<file path="config.mk">
export PLATFORM = sky130hd
export DESIGN_NAME = regfile_wb
export DESIGN_NICKNAME = d
export VERILOG_FILES = /design/src/rtl/regfile_wb.sv
export SDC_FILE = /design/constraint.sdc
export NUM_CORES = 1
export LEC_CHECK = 0
export BUFFER_PORTS_ARGS = -buffer_cell sky130_fd_sc_hd__buf_2
export CAP_MARGIN = 20
export CORE_ASPECT_RATIO = 2
export CORE_MARGIN = 2
export CORE_UTILIZATION = 55
export CTS_CLUSTER_DIAMETER = 60
export CTS_CLUSTER_SIZE = 40
export DETAILED_ROUTE_END_ITERATION = 7
export PLACE_DENSITY = 0.89
export SYNTH_ARGS = -nofsm -noshare
export SYNTH_HDL_FRONTEND = slang
export SYNTH_SLANG_ARGS = --single-unit
</file>
<file path="constraint.sdc">
create_clock -name clk -period 15.1 [get_ports clk]
set_clock_uncertainty 0.05 [all_clocks]
set_input_delay 1.51 -clock clk [delete_from_list [all_inputs] [get_ports clk]]
set_output_delay 1.51 -clock clk [all_outputs]
set_load 0.05 [all_outputs]
</file>
<file path="src/rtl/regfile_wb.sv">
// Writeback-stage register file: R0-R14 array, R15 aliased to PC+8, saturating retire counter.
// Optional write-through bypass from W to D read ports under REGFILE_WB_BYPASS_EN.
module regfile_wb (
   input  logic        clk,
   input  logic        reset,
   input  logic        RegWriteW,
   input  logic        MemtoRegW,
   input  logic        PCSrcW,
   input  logic [31:0] ReadDataW,
   input  logic [31:0] ALUOutW,
   input  logic [3:0]  WA3W,
   input  logic [3:0]  RA1D,
   input  logic [3:0]  RA2D,
   input  logic [31:0] PCPlus8D,
   output logic [31:0] RD1D,
   output logic [31:0] RD2D,
   output logic [31:0] ResultW,
   output logic        PCWriteW,
   output logic [31:0] RetireCount
);

   localparam int unsigned NumRegs = 15;
   localparam logic [3:0]  PcAddr  = 4'd15;

   logic [31:0] rf_q [NumRegs];
   logic [31:0] retire_q;
   logic [31:0] retire_d;
   logic        wa_is_pc;
   logic        rf_we;

   assign ResultW  = MemtoRegW ? ReadDataW : ALUOutW;
   assign wa_is_pc = (WA3W == PcAddr);
   assign rf_we    = RegWriteW && !wa_is_pc;
   assign PCWriteW = PCSrcW | (RegWriteW & wa_is_pc);

   // Every committed write retires, including those aimed at the PC; stick at all-ones.
   always_comb begin
      retire_d = retire_q;
      if (RegWriteW && (retire_q != 32'hFFFF_FFFF)) begin
         retire_d = retire_q + 32'd1;
      end
   end

   always_ff @(posedge clk or posedge reset) begin
      if (reset) begin
         for (int i = 0; i < NumRegs; i++) begin
            rf_q[i] <= '0;
         end
         retire_q <= '0;
      end else begin
         if (rf_we) begin
            rf_q[WA3W] <= ResultW;
         end
         retire_q <= retire_d;
      end
   end

   assign RetireCount = retire_q;

   always_comb begin
      RD1D = '0;
      if (RA1D == PcAddr) begin
         RD1D = PCPlus8D;
`ifdef REGFILE_WB_BYPASS_EN
      end else if (rf_we && (RA1D == WA3W)) begin
         RD1D = ResultW;
`endif
      end else begin
         RD1D = rf_q[RA1D];
      end
   end

   always_comb begin
      RD2D = '0;
      if (RA2D == PcAddr) begin
         RD2D = PCPlus8D;
`ifdef REGFILE_WB_BYPASS_EN
      end else if (rf_we && (RA2D == WA3W)) begin
         RD2D = ResultW;
`endif
      end else begin
         RD2D = rf_q[RA2D];
      end
   end

endmodule

</file>
# == Word-level counts from Yosys, hierarchy flattened ==
# Cells that the tools add are included.
# classes
add_sub_neg,1
order_cmp,4
n_eq_ne,4
mux,12
bitwise,5
n_reduce_logical,4
# ops
operator,count
bitwise mux 480 bit,1
binary-select mux 32 bit (select 4 bit),2
two-way mux 32 bit,8
demux 32 bit (select 4 bit),1
"adder 32 x 1 -> 32 bit, second input constant",1
"!= test 32 bit, second input constant",1
"greater-or-equal comparator 5 bit, second input constant",3
NOT 4 -> 5 bit,3
"== test 4 bit, second input constant",3
"< comparator 5 x 1 -> 1 bit, second input constant",1
logical AND 1 bit,3
bitwise AND 1 bit,1
logical NOT 1 bit,1
bitwise OR 1 bit,1
# totals
register_bits,512
inputBits,113
output_inout_bits,129
wordCells,46

# == Depth between registers and ports, before layout ==
# Gate-level depths: netlist (run 1).
# depth
word_depth,6
depth_mapped,9
ltp_nobuf,6

# == Worst setup path after synthesis (run 1) ==
# No wires, ideal clock.
# synth_timing
path_kind,in2out
startpoint,in RA1D[1]
endpoint,out RD1D[10]
arrival_ns,3.427
required_ns,13.540
setup_slack_ns,10.113
stages,7
path_buffers,4
path_cell_list,buf_2 > buf_2 > buf_2 > buf_2 > mux4_2 > mux2i_1 > o211ai_1
# synth_via
elab_chain_len,5
elab_cells_between_ends,6
classes_between,eq/ne: 1; mux: 4; bitwise: 1
# synth_rtl
item,line,rtl
"start, declared",12,"input logic [3:0] RA1D,"
NOT 4 -> 5 bit (implied by the code),69,RD1D = rf_q[RA1D];
binary-select mux 32 bit (select 4 bit),69,
two-way mux 32 bit (implied by the code) (2 in a row),69,
two-way mux 32 bit (*),62,if (RA1D == PcAddr) begin
"end, declared",15,"output logic [31:0] RD1D,"
# Every way passes the cells marked *; elsewhere a longest branch is shown, timed or not. The select of a mux whose other input is x is not followed.

# == Worst setup path after layout (run 1) ==
# layout_timing
startpoint,in RA1D[0]
endpoint,out RD1D[31]
# The elaborated chain is that of the path after synthesis.

==> results of run 1 <==
-- state kept, by name, indices dropped and copies added, names as in the netlist --
| name | count |
|---|---|
| RetireCount | 32 |
| rf_q | 480 |
-- layer usage --
layer / up-vias / part of all wire [%] / GRT usage, %
met1: 10800 / 32 / 35.8
met3: 495 / 11 / 6.91
met5: - / 0.087 / 0
met2: 1757 / 49 / 53.1
met4: 12 / 8.2 / 24.7
li1: 8963 / - / -
-- stage by stage --
stage | total power (W) | cells | worst slack (ns) | util [%]
6_report | 0.00409 | 3183 | 8.36 | 61.3
3_5_place_dp | 0.00319 | 3125 | 8.36 | 58.9
3_3_place_gp | 0.00308 | 3120 | 8.42 | 58.9
5_1_grt | 0.00425 | 3182 | 8.14 | 61.3
2_1_floorplan | 0.00284 | 2419 | 6.59 | -
4_1_cts | 0.00404 | 3166 | 8.34 | 60.8
-- cell families (layout without fill, tap and decap cells) --
kind of cell | Yosys count | after routing
compound gates | 647 | 647
simple gates | 610 | 610
flops | 512 | 512
mux | 354 | 354
buf+inv | 266 | 391
xor+xnor | 29 | 29
fa+ha+maj | 1 | 1
other cells | 0 | 1
-- where the power goes --
part           total [W]  internal [W]  switching, W  leakage [nW]
registers        0.00195       0.00168      0.000274          6.15
logic            0.00128      0.000557      0.000720          6.16
clock network   0.000863      0.000329      0.000534         0.424
-- Yosys cell counts, types with 2 or more instances --
cell type,number
buf_4,6
o21ai_0,224
mux4_1,19
nor4_2,2
buf_2,32
buf_6,10
nor4_1,4
and3_1,7
mux2i_1,82
nand2b_1,6
buf_1,14
and2_1,2
a21oi_1,290
o21a_1,47
dfrtp_1,512
nor3_1,5
nand4_1,12
and4_1,3
clkbuf_1,166
nand2_1,245
mux4_2,220
inv_1,37
o22a_1,31
nor2_1,305
xnor2_1,18
nand3b_1,2
xor2_1,11
nand3_1,11
mux2_2,33
o211ai_1,51
or3_1,2
-- worst min-delay path by stage --
stage                           end  slack [ns]  cells past startpoint
detailed placement  RetireCount[25]        0.43                      1
finish               RetireCount[7]        0.45                      1
floorplan                 rf_q[392]        0.41                      2
CTS                  RetireCount[7]        0.45                      1
global route         RetireCount[7]        0.47                      1
global placement          rf_q[384]        0.42                      2
-- worst max-delay path, stage by stage --
cell and delay (ns):
buf_6 0.38, buf_4 0.87, buf_4 0.78, mux4_2 0.60
mux4_2 0.55, o21a_1 0.14, buf_2 0.20
-- cell type report --
type / instances / area share, %
multi-input combinational: 1641 / 44.2
timing repair buffer: 313 / 6.38
antenna: 1 / 0.00844
tap: 638 / 2.69
sequential: 512 / 43.2
inverter: 37 / 0.481
clock buffer: 23 / 1.94
clock inverter: 18 / 1.13
==> results_dict.tcl, run 1 <==
set metrics [dict create \
    wl_um 83100 \
    maxSlewViolCount 0 \
    hold_path.class "reg2reg" \
    powerDensity_nw_per_um2 138 \
    worst_r2r_startpoint "RetireCount[26]" \
    drv_cap 0 \
    antenna_found_initial 6 \
    min_period_ns 6.74 \
    avgSynthCellArea_um2 11.1 \
    path_clk_slew_ns 0.12 \
    synth_flop_cell "dfrtp_1" \
    yosysTopAreaCell "dfrtp_1" \
    core_um2 48400 \
    synthDistinctLibCells 41 \
    final_antenna_net_count 0 \
    grt_use_total_pct 31.9 \
    die_h_um 317 \
    rows 114 \
    synth-edff-count 0 \
    start_kind "input pin" \
    cts-root-buf "clkbuf_16" \
    cts_tree "built" \
    gp_congestion 0.847 \
    leakagePower_nw 12.7 \
    end_kind "output port" \
    ys_ff_latch 512 \
    synthArstFlopShare_pct 100 \
    drtPass1Iterations 8 \
    crit_required_ns 13.54 \
    yosys.area_share.xor_xnor_pct 0.942 \
    cts_buffers 23 \
    synth_area_um2 27000 \
    synth_top_cell_area_share_pct 47.5 \
    die_w_um 161 \
    ctsLongestPathBuffers 3 \
    multi_input_comb_area_um2 13100 \
    cts_resized 0 \
    final_common_cell "dfrtp_1" \
    fin_setup_tns_ns 0 \
    worst_pin_slew_ns 1.26 \
    hold_ws_ns 0.449 \
    initial_utilization_pct 55.8 \
    dpl_cell_area_um2 28500 \
    wl_per_cell_um 26.1 \
    ff2ff_setup_slack_ns 12.77 \
    drc 0 \
    grt-ovfl-total 0 \
    synthAdderAreaFrac_pct 0.0464 \
    grt_pass1_vias 23100 \
    drtIter0Drc 2612 \
    dpl.hpwl_um 48900 \
    synthMuxAreaShare_pct 24.6 \
    reg2reg_depth 5 \
    synth_top_family_by_area "multiplexers" \
    max_slew_margin_pct 16.1 \
    crit_arrival_ns 5.18 \
    syn2layout_area_growth_pct 9.96 \
    numClockSinks 512 \
    r2r_end "RetireCount[14]" \
    vdd_drop_max_mv 0.151 \
    timing.fmax_mhz 148 \
    yosys_warnings 0 \
    outcome "completed" \
    die_area_um2 50900 \
    syn_inst 2419 \
    nFillCells 3509 \
    drive_above_1_share_pct 24.8 \
    insertion_delay_ns 0.60 \
    seq_area_frac_synth_pct 47.5 \
    grt_max_degree 91 \
    io_pins 242 \
    seqCellArea_um2 12800 \
    hold_start "RetireCount[7]" \
    crit_type "in2out" \
    nets 2642 \
    grt_pass1_wl_um 125000 \
    final_cell_mix "dfrtp_1 (512), nor2_1 (297), a21oi_1 (290)" \
    setup_viol 0 \
    rsz0062_at_grt "no" \
    via_count 22100 \
    viasPerCell 6.93 \
    cp-endpoint "RD1D[31]" \
    post_cts_buffers 0 \
    synth_area_leaders "dfrtp_1 (48%), mux4_2 (18%), a21oi_1 (5.4%), nor2_1 (4.2%), o21ai_0 (4.2%)" \
    final_area_um2 29700 \
    portBuffers 241 \
    hold_violations 0 \
    synth_nets 2533 \
    cp_max_fo 60 \
    period_share_pct 44.6 \
    htree_levels 1 \
    synth-compound-area-share_pct 13.4 \
    hold_buffers 0 \
    cp-startpoint "RA1D[0]" \
    synth-simple-area-share_pct 9.17 \
]
(Power assumes the default switching activity.)
==> run 2, diff against run 1 <==
PLACE_DENSITY = 0.86   (was 0.89)
clock period = 6.5 ns   (was 15.1 ns; I/O delays follow)
==> run 2 against run 1 <==
  * The flow now finishes with violations (hold timing)
  * Die area unchanged
  * Sequential power up 130%
  * Core utilization grew 0.16 points
  * Critical path depth down 1
  * Cell area up 0.27%
  * Register-to-register slack worse by 8.6 ns
  * Power rose by 130%
  * Non-clock buffer count down 1
  * Critical path type unchanged
  * Largest power group unchanged
  * Highest routed layer unchanged
==> results_dict.tcl, run 2 (same netlist as run 1, synthesis figures left out) <==
set metrics [dict create \
    wl_per_cell_um 25.4 \
    cts-root-buf "clkbuf_16" \
    crit_required_ns 5.80 \
    ctsLongestPathBuffers 3 \
    powerDensity_nw_per_um2 322 \
    die_area_um2 50900 \
    numClockSinks 512 \
    insertion_delay_ns 0.60 \
    top_register "rf_q" \
    grt_use_total_pct 32.2 \
    drtPass1Iterations 7 \
    grt-ovfl-total 0 \
    max_slew_margin_pct 21.1 \
    final_core_util_pct 61.5 \
    violations "hold timing" \
    outcome "complete, but fails checks" \
    cp_max_fo 54 \
    drc 0 \
    io_pins 242 \
    cts_resized 0 \
    vdd_drop_max_mv 0.306 \
    rows 114 \
    reg2reg_depth 5 \
    seqCellArea_um2 12800 \
    leakagePower_nw 12.8 \
    end_kind "output port" \
    drv_cap 0 \
    crit_arrival_ns 3.49 \
    dpl.hpwl_um 50500 \
    syn2layout_area_growth_pct 10.2 \
    cts_tree "built" \
    wl_um 81100 \
    nFillCells 3488 \
    multi_input_comb_area_um2 13100 \
    grt_pass1_wl_um 126000 \
    setup_viol 0 \
    viasPerCell 6.84 \
    hold_violations 1 \
    antenna_found_initial 2 \
    nets 2643 \
    post_cts_buffers 0 \
    largest_reg_flops 480 \
    via_count 21800 \
    path_clk_slew_ns 0.12 \
    start_kind "input pin" \
    drtIter0Drc 2365 \
    final_antenna_net_count 0 \
    hold_path.class "in2async" \
    r2r_end "RetireCount[16]" \
    die_h_um 317 \
    core_um2 48400 \
    hold_buffers 0 \
    timing.fmax_mhz 239 \
    ff2ff_setup_slack_ns 4.19 \
    cts_buffers 25 \
    die_w_um 161 \
    final_cell_mix "dfrtp_1 (512), nor2_1 (297), a21oi_1 (290)" \
    htree_levels 1 \
    worst_r2r_startpoint "RetireCount[26]" \
    final_common_cell "dfrtp_1" \
    initial_utilization_pct 55.8 \
    period_share_pct 64.4 \
    crit_type "in2out" \
    drive_above_1_share_pct 24.9 \
    hold_ws_ns -0.00190 \
    portBuffers 241 \
    worst_pin_slew_ns 1.18 \
    antenna_cells 0 \
    gp_congestion 0.862 \
    grt_max_degree 173 \
    rsz0062_at_grt "no" \
    maxSlewViolCount 0 \
    min_period_ns 4.19 \
    grt_pass1_vias 22600 \
]
-- run 2: cell count changes in the layout (fill, tap and decap cells not counted), sizes merged --
cell / previous run / this run
buf: 313 / 312
bufinv: 0 / 1
clkbuf: 23 / 25
clkinv: 6 / 8
diode: 1 / 0
-- run 2: worst max-delay path by stage --
stage	from	endpoint	slack [ns]	cells past startpoint
floorplan	reset	RetireCount[0]	-1.15	1
global placement	RA1D[1]	RD1D[30]	2.40	6
detailed placement	RA1D[1]	RD1D[30]	2.40	6
CTS	RA1D[1]	RD1D[30]	2.38	6
global route	RA1D[1]	RD1D[30]	2.30	6
finish	RA1D[1]	RD1D[30]	2.31	6
-- run 2: per-layer routing --
metal,global-route usage [%],up-vias,routed length [um]
met5,0,-,21
li1,-,8984,-
met1,37.5,10700,26100
met4,22.6,4,5890
met3,5.76,423,8380
met2,54.2,1670,40700
-- run 2: cell type report --
| type | count | area share (%) |
|---|---|---|
| clock buffers | 25 | 2.10 |
| clock inverters | 21 | 1.34 |
| inverters | 37 | 0.480 |
| multi-input cells | 1641 | 44.1 |
| flip-flops and latches | 512 | 43.1 |
| well taps | 638 | 2.69 |
| repair buffers | 312 | 6.23 |
-- run 2: through the flow --
| step | instances | worst slack (ns) | setup TNS (ns) | total power, W | cell area [um2] |
|---|---|---|---|---|---|
| CTS | 3174 | 2.38 | 0 | 0.00953 | 29600 |
| floorplan | 2419 | -1.15 | -589.99 | 0.00660 | 27000 |
| finish | 3186 | 2.31 | 0 | 0.00959 | 29700 |
| detailed placement | 3128 | 2.40 | 0 | 0.00741 | 28600 |
| global placement | 3125 | 2.40 | 0 | 0.00717 | 28600 |
| global route | 3186 | 2.30 | 0 | 0.00999 | 29700 |
-- run 2: worst max-delay path, cell delays in order --
cell    delay (ns)
buf_6         0.44
buf_4         0.78
mux4_2        0.61
mux4_2        0.54
o21a_1        0.13
buf_2         0.20
-- run 2: report_power, final --
group          total (W)  internal, W  switching (W)
sequential       0.00450      0.00390       0.000602
clock            0.00215     0.000872        0.00128
combinational    0.00293      0.00129        0.00164
